### config.mk
export PLATFORM = sky130hd
export DESIGN_NAME = radio_watchdog_timer
export DESIGN_NICKNAME = d
export VERILOG_FILES = /design/src/rtl/radio_watchdog_timer_pkg.sv /design/src/rtl/radio_watchdog_timer.sv
export SDC_FILE = /design/constraint.sdc
export NUM_CORES = 1
export LEC_CHECK = 0
export BUFFER_PORTS_ARGS = -buffer_cell sky130_fd_sc_hd__buf_2
export CAP_MARGIN = 20
export CORE_MARGIN = 5
export CORE_UTILIZATION = 30
export CTS_CLUSTER_DIAMETER = 80
export DETAILED_ROUTE_END_ITERATION = 10
export HOLD_SLACK_MARGIN = 0.02
export PLACE_DENSITY = 0.45
export SLEW_MARGIN = 20
export SYNTH_ARGS = -nofsm -noshare
export SYNTH_HDL_FRONTEND = slang
export SYNTH_SLANG_ARGS = --single-unit
### constraint.sdc
create_clock -name clk -period 6.2 [get_ports clk]
set_clock_uncertainty 0.05 [all_clocks]
set_input_delay 0.93 -clock clk [delete_from_list [all_inputs] [get_ports clk]]
set_output_delay 0.93 -clock clk [all_outputs]
set_load 0.02 [all_outputs]
### src/rtl/radio_watchdog_timer_pkg.sv
// Shared constants for the host-link watchdog.
package radio_watchdog_timer_pkg;

  localparam int unsigned CNT_W = 32;

  // Default thresholds for a 125 MHz system clock: 5 s trigger, 4 s warning.
  localparam longint unsigned WD_TIMEOUT_DEFAULT = 64'd625_000_000;
  localparam longint unsigned WD_WARNING_DEFAULT = 64'd500_000_000;

  // Largest count the 32-bit counter can represent.
  localparam longint unsigned WD_CNT_MAX = 64'h0000_0000_FFFF_FFFF;

endpackage : radio_watchdog_timer_pkg

### src/rtl/radio_watchdog_timer.sv
// Host-link watchdog: counts cycles since the last heartbeat, raises a warning
// past a threshold and latches a sticky trigger on timeout.
module radio_watchdog_timer
  import radio_watchdog_timer_pkg::*;
#(
  parameter longint unsigned TIMEOUT_CYCLES = WD_TIMEOUT_DEFAULT,
  parameter longint unsigned WARNING_CYCLES = WD_WARNING_DEFAULT
) (
  input  logic             clk,
  input  logic             rstn,
  input  logic             enable,
  input  logic             heartbeat,
  input  logic             force_reset,
  output logic [CNT_W-1:0] counter,
  output logic             warning,
  output logic             triggered
);

  // Reject illegal threshold combinations at elaboration.
  if (WARNING_CYCLES == 64'd0 || WARNING_CYCLES >= TIMEOUT_CYCLES ||
      TIMEOUT_CYCLES > WD_CNT_MAX) begin : g_bad_params
    $error("radio_watchdog_timer: require 0 < WARNING_CYCLES < TIMEOUT_CYCLES <= 2^32-1");
  end

  localparam logic [CNT_W-1:0] TIMEOUT_C = CNT_W'(TIMEOUT_CYCLES);
  localparam logic [CNT_W-1:0] WARNING_C = CNT_W'(WARNING_CYCLES);

  logic [CNT_W-1:0] counter_q, counter_d;
  logic             warning_q, warning_d;
  logic             triggered_q, triggered_d;
  logic [CNT_W-1:0] count_inc;

  // Next-state logic, priority order: force_reset, disable, trigger hold, heartbeat, count.
  always_comb begin
    counter_d   = counter_q;
    warning_d   = warning_q;
    triggered_d = triggered_q;
    // Cannot wrap: counting stops once the counter saturates at TIMEOUT_C.
    count_inc   = counter_q + CNT_W'(1);

    if (force_reset) begin
      counter_d   = '0;
      warning_d   = 1'b0;
      triggered_d = 1'b0;
    end else if (!enable) begin
      counter_d = '0;
      warning_d = 1'b0;
    end else if (triggered_q) begin
      // Timed out: everything holds until force_reset or reset.
    end else if (heartbeat) begin
      counter_d = '0;
      warning_d = 1'b0;
    end else if (count_inc >= TIMEOUT_C) begin
      counter_d   = TIMEOUT_C;
      warning_d   = 1'b1;
      triggered_d = 1'b1;
    end else begin
      counter_d = count_inc;
      warning_d = (count_inc >= WARNING_C);
    end
  end

  // State registers with asynchronous active-low reset.
  always_ff @(posedge clk or negedge rstn) begin
    if (!rstn) begin
      counter_q   <= '0;
      warning_q   <= 1'b0;
      triggered_q <= 1'b0;
    end else begin
      counter_q   <= counter_d;
      warning_q   <= warning_d;
      triggered_q <= triggered_d;
    end
  end

  assign counter   = counter_q;
  assign warning   = warning_q;
  assign triggered = triggered_q;

`ifdef FORMAL
  logic f_past_valid;

  // Marks that a past value exists for $past-based checks.
  always_ff @(posedge clk or negedge rstn) begin
    if (!rstn) f_past_valid <= 1'b0;
    else       f_past_valid <= 1'b1;
  end

  // Structural invariants of the watchdog state.
  always_comb begin
    if (rstn) begin
      assert (counter_q <= TIMEOUT_C);
      // A disable clears warning while the trigger stays latched, so the
      // implication only holds while the counter is non-zero.
      assert (!(triggered_q && counter_q != '0) || warning_q);
    end
  end

  // Past-value invariants: sticky trigger and disable clearing the counter.
  always @(posedge clk) begin
    if (f_past_valid && rstn && $past(rstn)) begin
      if ($past(triggered_q) && !$past(force_reset)) assert (triggered_q);
      if (!$past(enable)) assert (counter_q == '0);
    end
  end
`endif

endmodule : radio_watchdog_timer

==> impl_metrics.tcl, run 1 <==
set metrics [dict create \
    core.rowCount 35 \
    post_drt_wl_per_cell_um 19.90 \
    async_flop_share 1.000 \
    regToRegSetupSlack_ns 1.75 \
    finalPower_w 0.0004209 \
    min_period_over_period 0.7172 \
    drt-total-wl_um 9553 \
    arrival_ns 4.63 \
    ir_drop_uv 78.83 \
    cap_violations 0 \
    yosys_warnings 0 \
    worstPathRequired_ns 6.38 \
    grt-ovfl-total 0 \
    critPathMaxFanout 14 \
    grt_pass1_vias 2842 \
    rsz0062_at_grt "no" \
    wl_met1_um 4377 \
    final_hold_viol_count 0 \
    ctsHoldBuffers 0 \
    dr.max_layer_used "met4" \
    antenna_found_initial 0 \
    nFillCells 988 \
    nets 374 \
    slew_headroom 0.3064 \
    cts_root_buf "clkbuf_8" \
    clock-sinks 34 \
    fmax_mhz 224.9 \
    area_growth_pct 11.65 \
    ys.flop_type "dfrtp_1" \
    path_class "flop to flop" \
    cts_max_path_buffers 2 \
    setup_viol 0 \
    worst_pin_slew_ns 1.032 \
    cts_tree "built" \
    cpPeakStageDelay_ns 0.83 \
    core_um2 9109 \
    synthCells 349 \
    slew_violations 0 \
    syn_avg_cell_area_um2 7.909 \
    startpoint_type "flop" \
    p_leak_nw 1.262 \
    holdWs_ns 0.4388 \
    io_buffers 38 \
    place_area_um2 2990 \
    outcome "complete, no violations" \
    cts_resized 0 \
    synth_edf_count 0 \
    grt_usage 0.1730 \
    power.density_nw_per_um2 136.6 \
    initial_core_util 0.3030 \
    cts_setup_buffers 0 \
    fin_tns_setup_ns 0 \
    multi_input_area_um2 1765 \
    cts_buffers 5 \
    finalInstanceArea_um2 3082 \
    h-tree-depth 2 \
    netlist_area_um2 2760 \
    crit_path_frequent_cell "nand3_1" \
    hp-class "flop to flop" \
    seq_area_um2 850.8 \
    chipWidth_um 105.9 \
    period_minus_slack_ns 4.447 \
    grt_pass1_wl_um 15710 \
    drive_above_1_share 0.1653 \
    drt-pass1-iter-count 5 \
    drt_iter0_markers 166 \
    slowest_stage "nor4_1" \
    endpoint_kind "flop" \
    io_pins 39 \
    wl_met3_um 616 \
    place_congestion 0.8503 \
    utilization 0.3383 \
    seq_area_frac_synth 0.3083 \
    antenna_cells 0 \
    via_per_inst 6.096 \
    vias 2926 \
    die_area_um2 11220 \
    ys_ff_latch 34 \
    hpwlAfterDp_um 6600 \
    final_cell_mix "nand2_1 (38), buf_2 (38), dfrtp_1 (34), nor3_1 (30), nor2_1 (23)" \
    clock_latency_ns 0.29 \
    clk_pin_slew_ns 0.08 \
    wl_met2_um 4459 \
    ant_nets 0 \
    path_cells "nand3_1, nor4_1, and3_1, nand3_1, xor2_1, a311o_1, o311ai_4, nor3_2, a22o_1" \
    drc_errors 0 \
    grt_max_degree 35 \
    synth_cell_types 58 \
    syn-num-nets 355 \
    dieHeight_um 105.9 \
]
-- flip-flops by register name (all words and copies together), names as in the netlist --
| register | cells |
|---|---|
| counter | 32 |
| warning | 1 |
| triggered | 1 |
-- power by group --
part           total [W]  internal (W)  leakage, nW  switching, W
clock network   0.000182     0.0000899       0.0482     0.0000924
registers       0.000223      0.000222        0.475   0.000000848
logic          0.0000159    0.00000370        0.739     0.0000122
-- metal layers --
metal / track usage / vias to the layer above
met1: 0.2440 / 1435
met4: 0.03145 / 0
li1: - / 1371
met3: 0.02914 / 9
met5: 0 / -
met2: 0.2814 / 111
-- synth_stat cells (3+ instances only) --
master	n	area [µm²]
nand2_1	38	142.6
dfrtp_1	34	850.8
nor3_1	30	150.1
clkbuf_1	23	86.33
nor2_1	23	86.33
nand3_1	17	85.08
o21ai_0	17	85.08
o21ai_1	15	75.07
nand4_1	10	62.56
xnor2_1	10	87.58
nor4_1	9	56.30
a21oi_1	7	35.03
a22o_1	7	61.31
a31oi_1	7	43.79
xor2_1	7	61.31
a221o_1	6	60.06
and3_1	6	37.54
nor2b_1	6	37.54
o41ai_1	6	52.55
or3_1	5	31.28
a41oi_1	4	35.03
and2_1	4	25.02
inv_1	4	15.01
nand4b_1	4	35.03
o32ai_1	4	35.03
and4_1	3	26.28
buf_2	3	15.01
nand2b_1	3	18.77
-- final cells by class --
type / count / area share
Clock buffer: 7 / 0.02801
Inverter: 4 / 0.004872
Tap cell: 111 / 0.04507
Clock inverter: 1 / 0.001624
Timing Repair Buffer: 42 / 0.07146
Multi-Input combinational cell: 281 / 0.5729
Sequential cell: 34 / 0.2761
-- kinds of logic after synthesis --
family | share of synthesized area
AOI/OAI and AO/OA | 0.2330
xor gates and xnor gates | 0.05394
adders and majority gates | 0.004532
buffers and inverters | 0.05212
DFF | 0.3083
and+or+nand+nor | 0.3481
-- worst paths after layout --
check	from	to	depth (start not counted)
worst min register to register	warning	warning	2
worst min-delay path	warning	warning	2
min in group asynchronous	rstn	counter[15]	1
worst max register to register	counter[5]	counter[1]	9
max in group asynchronous	rstn	counter[23]	1
worst max-delay path	counter[5]	counter[1]	9
-- metrics by stage --
step,worst slack (ns),std cells
3_3_place_gp,1.781,472
2_1_floorplan,2.778,349
4_1_cts,1.815,480
6_report,1.753,480
3_5_place_dp,1.878,472
5_1_grt,1.533,480
-- worst max-delay path: cells and delay by family, from the launching register on --
kind	cells	cell delay, ns
AOI/OAI and AO/OA	3	0.75
DFF	1	0.50
and+or+nand+nor	5	2.71
xor gates and xnor gates	1	0.35
No activity file was read; power rests on OpenSTA's default activity.
==> inputs of run 2 (changes only) <==
--- a/config.mk
+++ b/config.mk
@@ -5,6 +5,7 @@
 export SDC_FILE = /design/constraint.sdc
 export NUM_CORES = 1
 export LEC_CHECK = 0
+export ABC_AREA = 1
 export BUFFER_PORTS_ARGS = -buffer_cell sky130_fd_sc_hd__buf_2
 export CAP_MARGIN = 20
 export CORE_MARGIN = 5
@@ -12,7 +13,7 @@
 export CTS_CLUSTER_DIAMETER = 80
 export DETAILED_ROUTE_END_ITERATION = 10
 export HOLD_SLACK_MARGIN = 0.02
-export PLACE_DENSITY = 0.45
+export PLACE_DENSITY = 0.47
 export SLEW_MARGIN = 20
 export SYNTH_ARGS = -nofsm -noshare
 export SYNTH_HDL_FRONTEND = slang
==> constraint.sdc (replaced) <==
create_clock -name clk -period 3.8 [get_ports clk]
set_clock_uncertainty 0.05 [all_clocks]
set_input_delay 0.57 -clock clk [delete_from_list [all_inputs] [get_ports clk]]
set_output_delay 0.57 -clock clk [all_outputs]
set_load 0.02 [all_outputs]
==> run 2 against run 1 <==
Compared with the run above:
- hold slack worse by 0.13 ns
- critical endpoint is now counter[11]
- sequential share of layout area is 2.1 points lower
- non-clock buffer count is 2 lower
- cell count is 39% higher
- synthesized area increased by 7.0%
- count of clock-buffer cells in the layout is 1 lower
==> impl_metrics.tcl, run 2 <==
set metrics [dict create \
    grt_pass1_vias 3053 \
    syn-num-nets 504 \
    worstPathRequired_ns 3.93 \
    final_hold_viol_count 0 \
    drt-pass1-iter-count 4 \
    dieHeight_um 109.2 \
    grt_pass1_wl_um 16110 \
    clock-sinks 34 \
    critPathMaxFanout 28 \
    antenna_cells 0 \
    outcome "complete, no violations" \
    drive_above_1_share 0.1592 \
    drt_iter0_markers 134 \
    yosysMostFrequentCell "nand2_1" \
    io_pins 39 \
    startpoint_type "flop" \
    antenna_found_initial 0 \
    path_class "flop to flop" \
    hpwlAfterDp_um 7628 \
    ys.flop_type "dfrtp_1" \
    ant_nets 0 \
    rsz0062_at_grt "no" \
    area_growth_pct 13.14 \
    combPwrFrac 0.028 \
    synth_commonest_cells "nand2_1 (207), nor2_1 (67), inv_1 (53)" \
    clock_latency_ns 0.29 \
    core.rowCount 36 \
    p_leak_nw 1.779 \
    fmax_mhz 360.5 \
    cts_resized 0 \
    ctsHoldBuffers 0 \
    slew_headroom 0.4721 \
    cts_root_buf "clkbuf_8" \
    p_sw_frac 0.2390 \
    final_cell_mix "nand2_1 (207), nor2_1 (66), inv_1 (53), nand3_1 (47), buf_2 (38)" \
    drt-total-wl_um 9729 \
    finalPower_w 0.0006646 \
    via_per_inst 4.648 \
    cts_setup_buffers 0 \
    clkPwrFrac 0.426 \
    synthCells 498 \
    async_flop_share 1.000 \
    setup_viol 0 \
    netlist_area_um2 2953 \
    synth_top_area_cell "dfrtp_1" \
    fin_tns_setup_ns 0 \
    largest_reg_flops 32 \
    utilization 0.3450 \
    initial_core_util 0.3049 \
    arrival_ns 2.90 \
    post_drt_wl_per_cell_um 14.59 \
    syn_avg_cell_area_um2 5.929 \
    switchingPower_w 0.0001589 \
    io_buffers 38 \
    endpoint_kind "flop" \
    h-tree-depth 2 \
    slew_violations 0 \
    synth_top_area_frac 0.2881 \
    synth_cell_types 33 \
    core_um2 9684 \
    die_area_um2 11930 \
    cts_max_path_buffers 2 \
    synth_edf_count 0 \
    place_congestion 0.9298 \
    cap_violations 0 \
    chipWidth_um 109.2 \
    vias 3100 \
    cts_buffers 5 \
    ir_drop_uv 113.3 \
    worst_pin_slew_ns 0.7918 \
    p_int_w 0.0005057 \
    seq_area_frac_synth 0.2881 \
    cts_tree "built" \
    final_common_cell "nand2_1" \
    power.share.sequential 0.546 \
    ys_ff_latch 34 \
    grt-ovfl-total 0 \
    period_minus_slack_ns 2.774 \
    synth_area_leaders "dfrtp_1 (29%), nand2_1 (26%), nor2_1 (8.5%), nand3_1 (8.0%), inv_1 (6.7%)" \
    yosys_warnings 0 \
    power.density_nw_per_um2 198.9 \
    drc_errors 0 \
    place_inst 661 \
    clk_pin_slew_ns 0.08 \
    grt_max_degree 35 \
    instances_no_fill 667 \
    hp-class "primary input to async pin" \
    grt_usage 0.1743 \
    nets 541 \
    min_period_over_period 0.7300 \
]
run 2: cell count changes in the layout (fill, tap and decap cells not counted), moves of 11 or more:
| cell | previous run | this run |
|---|---|---|
| o21ai_0 | 17 | 4 |
| nor3_1 | 30 | 3 |
| o21ai_1 | 15 | 2 |
| nand2_1 | 38 | 207 |
| nor2_1 | 23 | 66 |
| inv_1 | 4 | 53 |
| nand3_1 | 17 | 47 |
| nand2_2 | 0 | 11 |
run 2: layer usage:
metal | track usage | vias up | routed length, µm
met3 | 0.01954 | 10 | 319
met2 | 0.2912 | 49 | 4513
met4 | 0.04363 | 0 | 148
li1 | - | 1625 | -
met1 | 0.2398 | 1416 | 4747
met5 | 0 | - | 0
run 2: cell type report:
cell class	instances	area [µm²]
Tap cell	133	166.4
Sequential cell	34	850.8
Inverter	57	214.0
Timing Repair Buffer	40	205.2
Clock buffer	6	82.58
Fill cell	1117	6344
Multi-Input combinational cell	397	1822
run 2: power groups by stage:
stage / registers [W] / logic (W) / clock network, W
floorplan: 0.000371 / 0.00000588 / 0
global placement: 0.000370 / 0.0000200 / 0
detailed placement: 0.000370 / 0.0000202 / 0
CTS: 0.000363 / 0.0000202 / 0.000297
global route: 0.000363 / 0.0000221 / 0.000314
finish: 0.000363 / 0.0000188 / 0.000283
run 2: cells by family (layout without fill, tap and decap cells):
kind of cell	Yosys count	after routing	synth area share
AOI/OAI and AO/OA	16	16	0.03136
xor gates and xnor gates	2	2	0.005933
adders and majority gates	1	1	0.004237
buffers and inverters	67	103	0.09576
DFF	34	34	0.2881
and+or+nand+nor	378	378	0.5746
run 2: final timing paths:
path / slack [ns] / startpoint / cells past startpoint / endpoint
hold reg to reg: 0.44 / warning / 2 / warning
setup reg to reg: 1.03 / counter[0] / 16 / counter[11]
setup / recovery: 1.03 / counter[0] / 16 / counter[11]
hold / removal: 0.31 / rstn / 1 / counter[27]
min in group clk: 0.44 / warning / 2 / warning
max in group asynchronous: 2.89 / rstn / 1 / counter[22]
run 2: worst max-delay path: stages, from the launching register on:
cell,delay (ns)
dfrtp_1,0.45
ha_1,0.25
nand2_4,0.10
nor2_4,0.15
nand2_2,0.08
nor2_4,0.26
nand2_1,0.11
nand2_1,0.07
nand2_1,0.06
nand2_2,0.09
nor2_1,0.05
nand2_1,0.12
nor2_1,0.06
nand2_2,0.44
nand4_1,0.15
nand2_1,0.10
nand2_1,0.06
run 2: metrics by stage:
| step | area, µm² | worst slack [ns] | hold WS [ns] |
|---|---|---|---|
| final | 3341 | 1.026 | 0.3092 |
| after global routing | 3341 | 0.7286 | 0.3879 |
| after CTS | 3341 | 0.9895 | 0.3483 |
| after detailed placement | 3258 | 1.019 | 0.4265 |
| after global placement | 3258 | 1.024 | 0.4177 |
| after floorplan | 2953 | 1.423 | 0.2244 |
==> inputs of run 3 (changes only) <==
--- a/config.mk
+++ b/config.mk
@@ -13,7 +13,7 @@
 export CTS_CLUSTER_DIAMETER = 80
 export DETAILED_ROUTE_END_ITERATION = 10
 export HOLD_SLACK_MARGIN = 0.02
-export PLACE_DENSITY = 0.47
+export PLACE_DENSITY = 0.45
 export SLEW_MARGIN = 20
 export SYNTH_ARGS = -nofsm -noshare
 export SYNTH_HDL_FRONTEND = slang
==> constraint.sdc (replaced) <==
create_clock -name clk -period 2.8 [get_ports clk]
set_clock_uncertainty 0.05 [all_clocks]
set_input_delay 0.42 -clock clk [delete_from_list [all_inputs] [get_ports clk]]
set_output_delay 0.42 -clock clk [all_outputs]
set_load 0.02 [all_outputs]
==> run 3 against run 2 <==
Compared with the run above:
- flip-flop and latch count unchanged
- via count increased by 0.74%
- critical path depth decreased by 1
- hold slack got worse by 0.15 ns
- total power increased by 45%
- register-to-register slack got worse by 0.72 ns
- critical endpoint is now counter[27]
==> impl_metrics.tcl, run 3 (synthesis gave the netlist of run 2 again) <==
set metrics [dict create \
    path_class "flop to flop" \
    crit_end "counter[27]" \
    worstPathRequired_ns 2.93 \
    cts_max_path_buffers 2 \
    drive_above_1_share 0.1813 \
    die_area_um2 11930 \
    global_route.usage.met3 0.02427 \
    grt_usage 0.1775 \
    met1_usage 0.2411 \
    antenna_cells 0 \
    area_growth_pct 17.20 \
    ir_drop_uv 130.2 \
    grt_pass1_vias 3016 \
    rsz0062_at_grt "no" \
    min_period_over_period 0.8921 \
    cts_root_buf "clkbuf_8" \
    drc_errors 0 \
    seq_area_um2 850.8 \
    r2r_cells 15 \
    cap_violations 0 \
    final_cell_mix "nand2_1 (207), nor2_1 (64), inv_1 (53), nand3_1 (47), buf_2 (38)" \
    grt-busiest-layer "met2" \
    hpwlAfterDp_um 7883 \
    period_minus_slack_ns 2.498 \
    slew_violations 0 \
    grt-ovfl-total 0 \
    outcome "complete, no violations" \
    p_leak_nw 1.848 \
    power.density_nw_per_um2 278.9 \
    nets 551 \
    cts_tree "built" \
    core.rowCount 36 \
    via_per_inst 4.599 \
    clk_pin_slew_ns 0.07 \
    critPathMaxFanout 28 \
    nFillCells 1092 \
    ctsHoldBuffers 0 \
    reg2reg_from "counter[0]" \
    worst_pin_slew_ns 0.8331 \
    vias 3123 \
    startpoint_type "flop" \
    final_common_cell "nand2_1" \
    drt-total-wl_um 10000 \
    io_buffers 38 \
    cp-startpoint "counter[0]" \
    post_drt_wl_per_cell_um 14.73 \
    drt_iter0_markers 113 \
    endpoint_kind "flop" \
    fin_tns_setup_ns 0 \
    antenna_found_initial 0 \
    hp-class "primary input to async pin" \
    setup_viol 0 \
    core_um2 9684 \
    largest_reg_flops 32 \
    slew_headroom 0.4446 \
    instances_no_fill 679 \
    io_pins 39 \
    clock-sinks 34 \
    final_hold_viol_count 0 \
    regToRegSetupSlack_ns 0.30 \
    place_inst 670 \
    chipWidth_um 109.2 \
    fmax_mhz 400.3 \
    place_congestion 0.9266 \
    initial_core_util 0.3049 \
    clock_latency_ns 0.29 \
    gr-usage-met2 0.2925 \
    h-tree-depth 2 \
    arrival_ns 2.63 \
    dieHeight_um 109.2 \
    worstReg2RegEnd "counter[27]" \
    multi_input_area_um2 1827 \
    grt_pass1_wl_um 16210 \
    cts_buffers 5 \
    ant_nets 0 \
    drt-pass1-iter-count 4 \
    grt_max_degree 35 \
]
==> run 3: cell count changes in the layout (fill, tap and decap cells not counted) <==
cell | before | now
buf_12 | 0 | 1
buf_4 | 2 | 11
clkbuf_8 | 6 | 8
nor2_1 | 66 | 64
nor2_2 | 9 | 11
==> run 3: worst min-delay path by stage <==
stage / from / to / slack (ns) / cells past startpoint
4_1_cts: rstn / counter[30] / 0.20 / 1
5_1_grt: rstn / warning / 0.24 / 1
6_report: rstn / warning / 0.16 / 1
2_1_floorplan: rstn / counter[0] / 0.07 / 0
3_5_place_dp: warning / warning / 0.42 / 2
3_3_place_gp: warning / warning / 0.41 / 2
==> run 3: final cells by class <==
class | instances | area share
Inverter | 57 | 0.06182
Timing Repair Buffer | 50 | 0.08460
Clock buffer | 8 | 0.03182
Tap cell | 133 | 0.04808
Sequential cell | 34 | 0.2458
Multi-Input combinational cell | 397 | 0.5278
==> run 3: metrics by stage <==
step	hold WS, ns	util	setup WS (ns)	power, W	instance area (µm²)
2_1_floorplan	0.07441	-	0.4228	0.0005111	2953
4_1_cts	0.1999	0.3561	0.1961	0.0009851	3448
3_3_place_gp	0.4147	0.3447	0.2502	0.0005302	3338
3_5_place_dp	0.4179	0.3447	0.2259	0.0005305	3338
6_report	0.1601	0.3574	0.3021	0.0009652	3461
5_1_grt	0.2385	0.3574	0.03617	0.001001	3461
==> run 3: where the power goes <==
| group | switching, W | total (W) | internal (W) |
|---|---|---|---|
| Clock | 0.000197 | 0.000446 | 0.000249 |
| Combinational | 0.0000213 | 0.0000268 | 0.00000547 |
| Sequential | 0.00000115 | 0.000492 | 0.000491 |
==> run 3: worst max-delay path, stage by stage (launching register included) <==
cell,delay (ns)
dfrtp_1,0.44
ha_1,0.25
nand2_4,0.10
nor2_4,0.14
nand2_2,0.08
nor2_4,0.20
nand3b_1,0.10
nand2_1,0.14
nand2_1,0.08
nor2_2,0.12
nand2_1,0.06
nor2_1,0.18
nand2_2,0.09
buf_12,0.17
nand3_1,0.11
nand2_1,0.06
==> run 3: timing repair <==
| action | 4_1_cts | 5_1_grt |
|---|---|---|
| setup endpoints to repair | 0 | 16 |
| resized for setup | 0 | 2 |
| buffers inserted | 0 | 1 |
==> run 3: metal layers <==
metal	part of all wire	vias to the layer above	routed length, µm
li1	-	1647	-
met1	0.48	1399	4836
met2	0.46	61	4576
met3	0.039	16	386
met4	0.020	0	204
met5	0	-	0
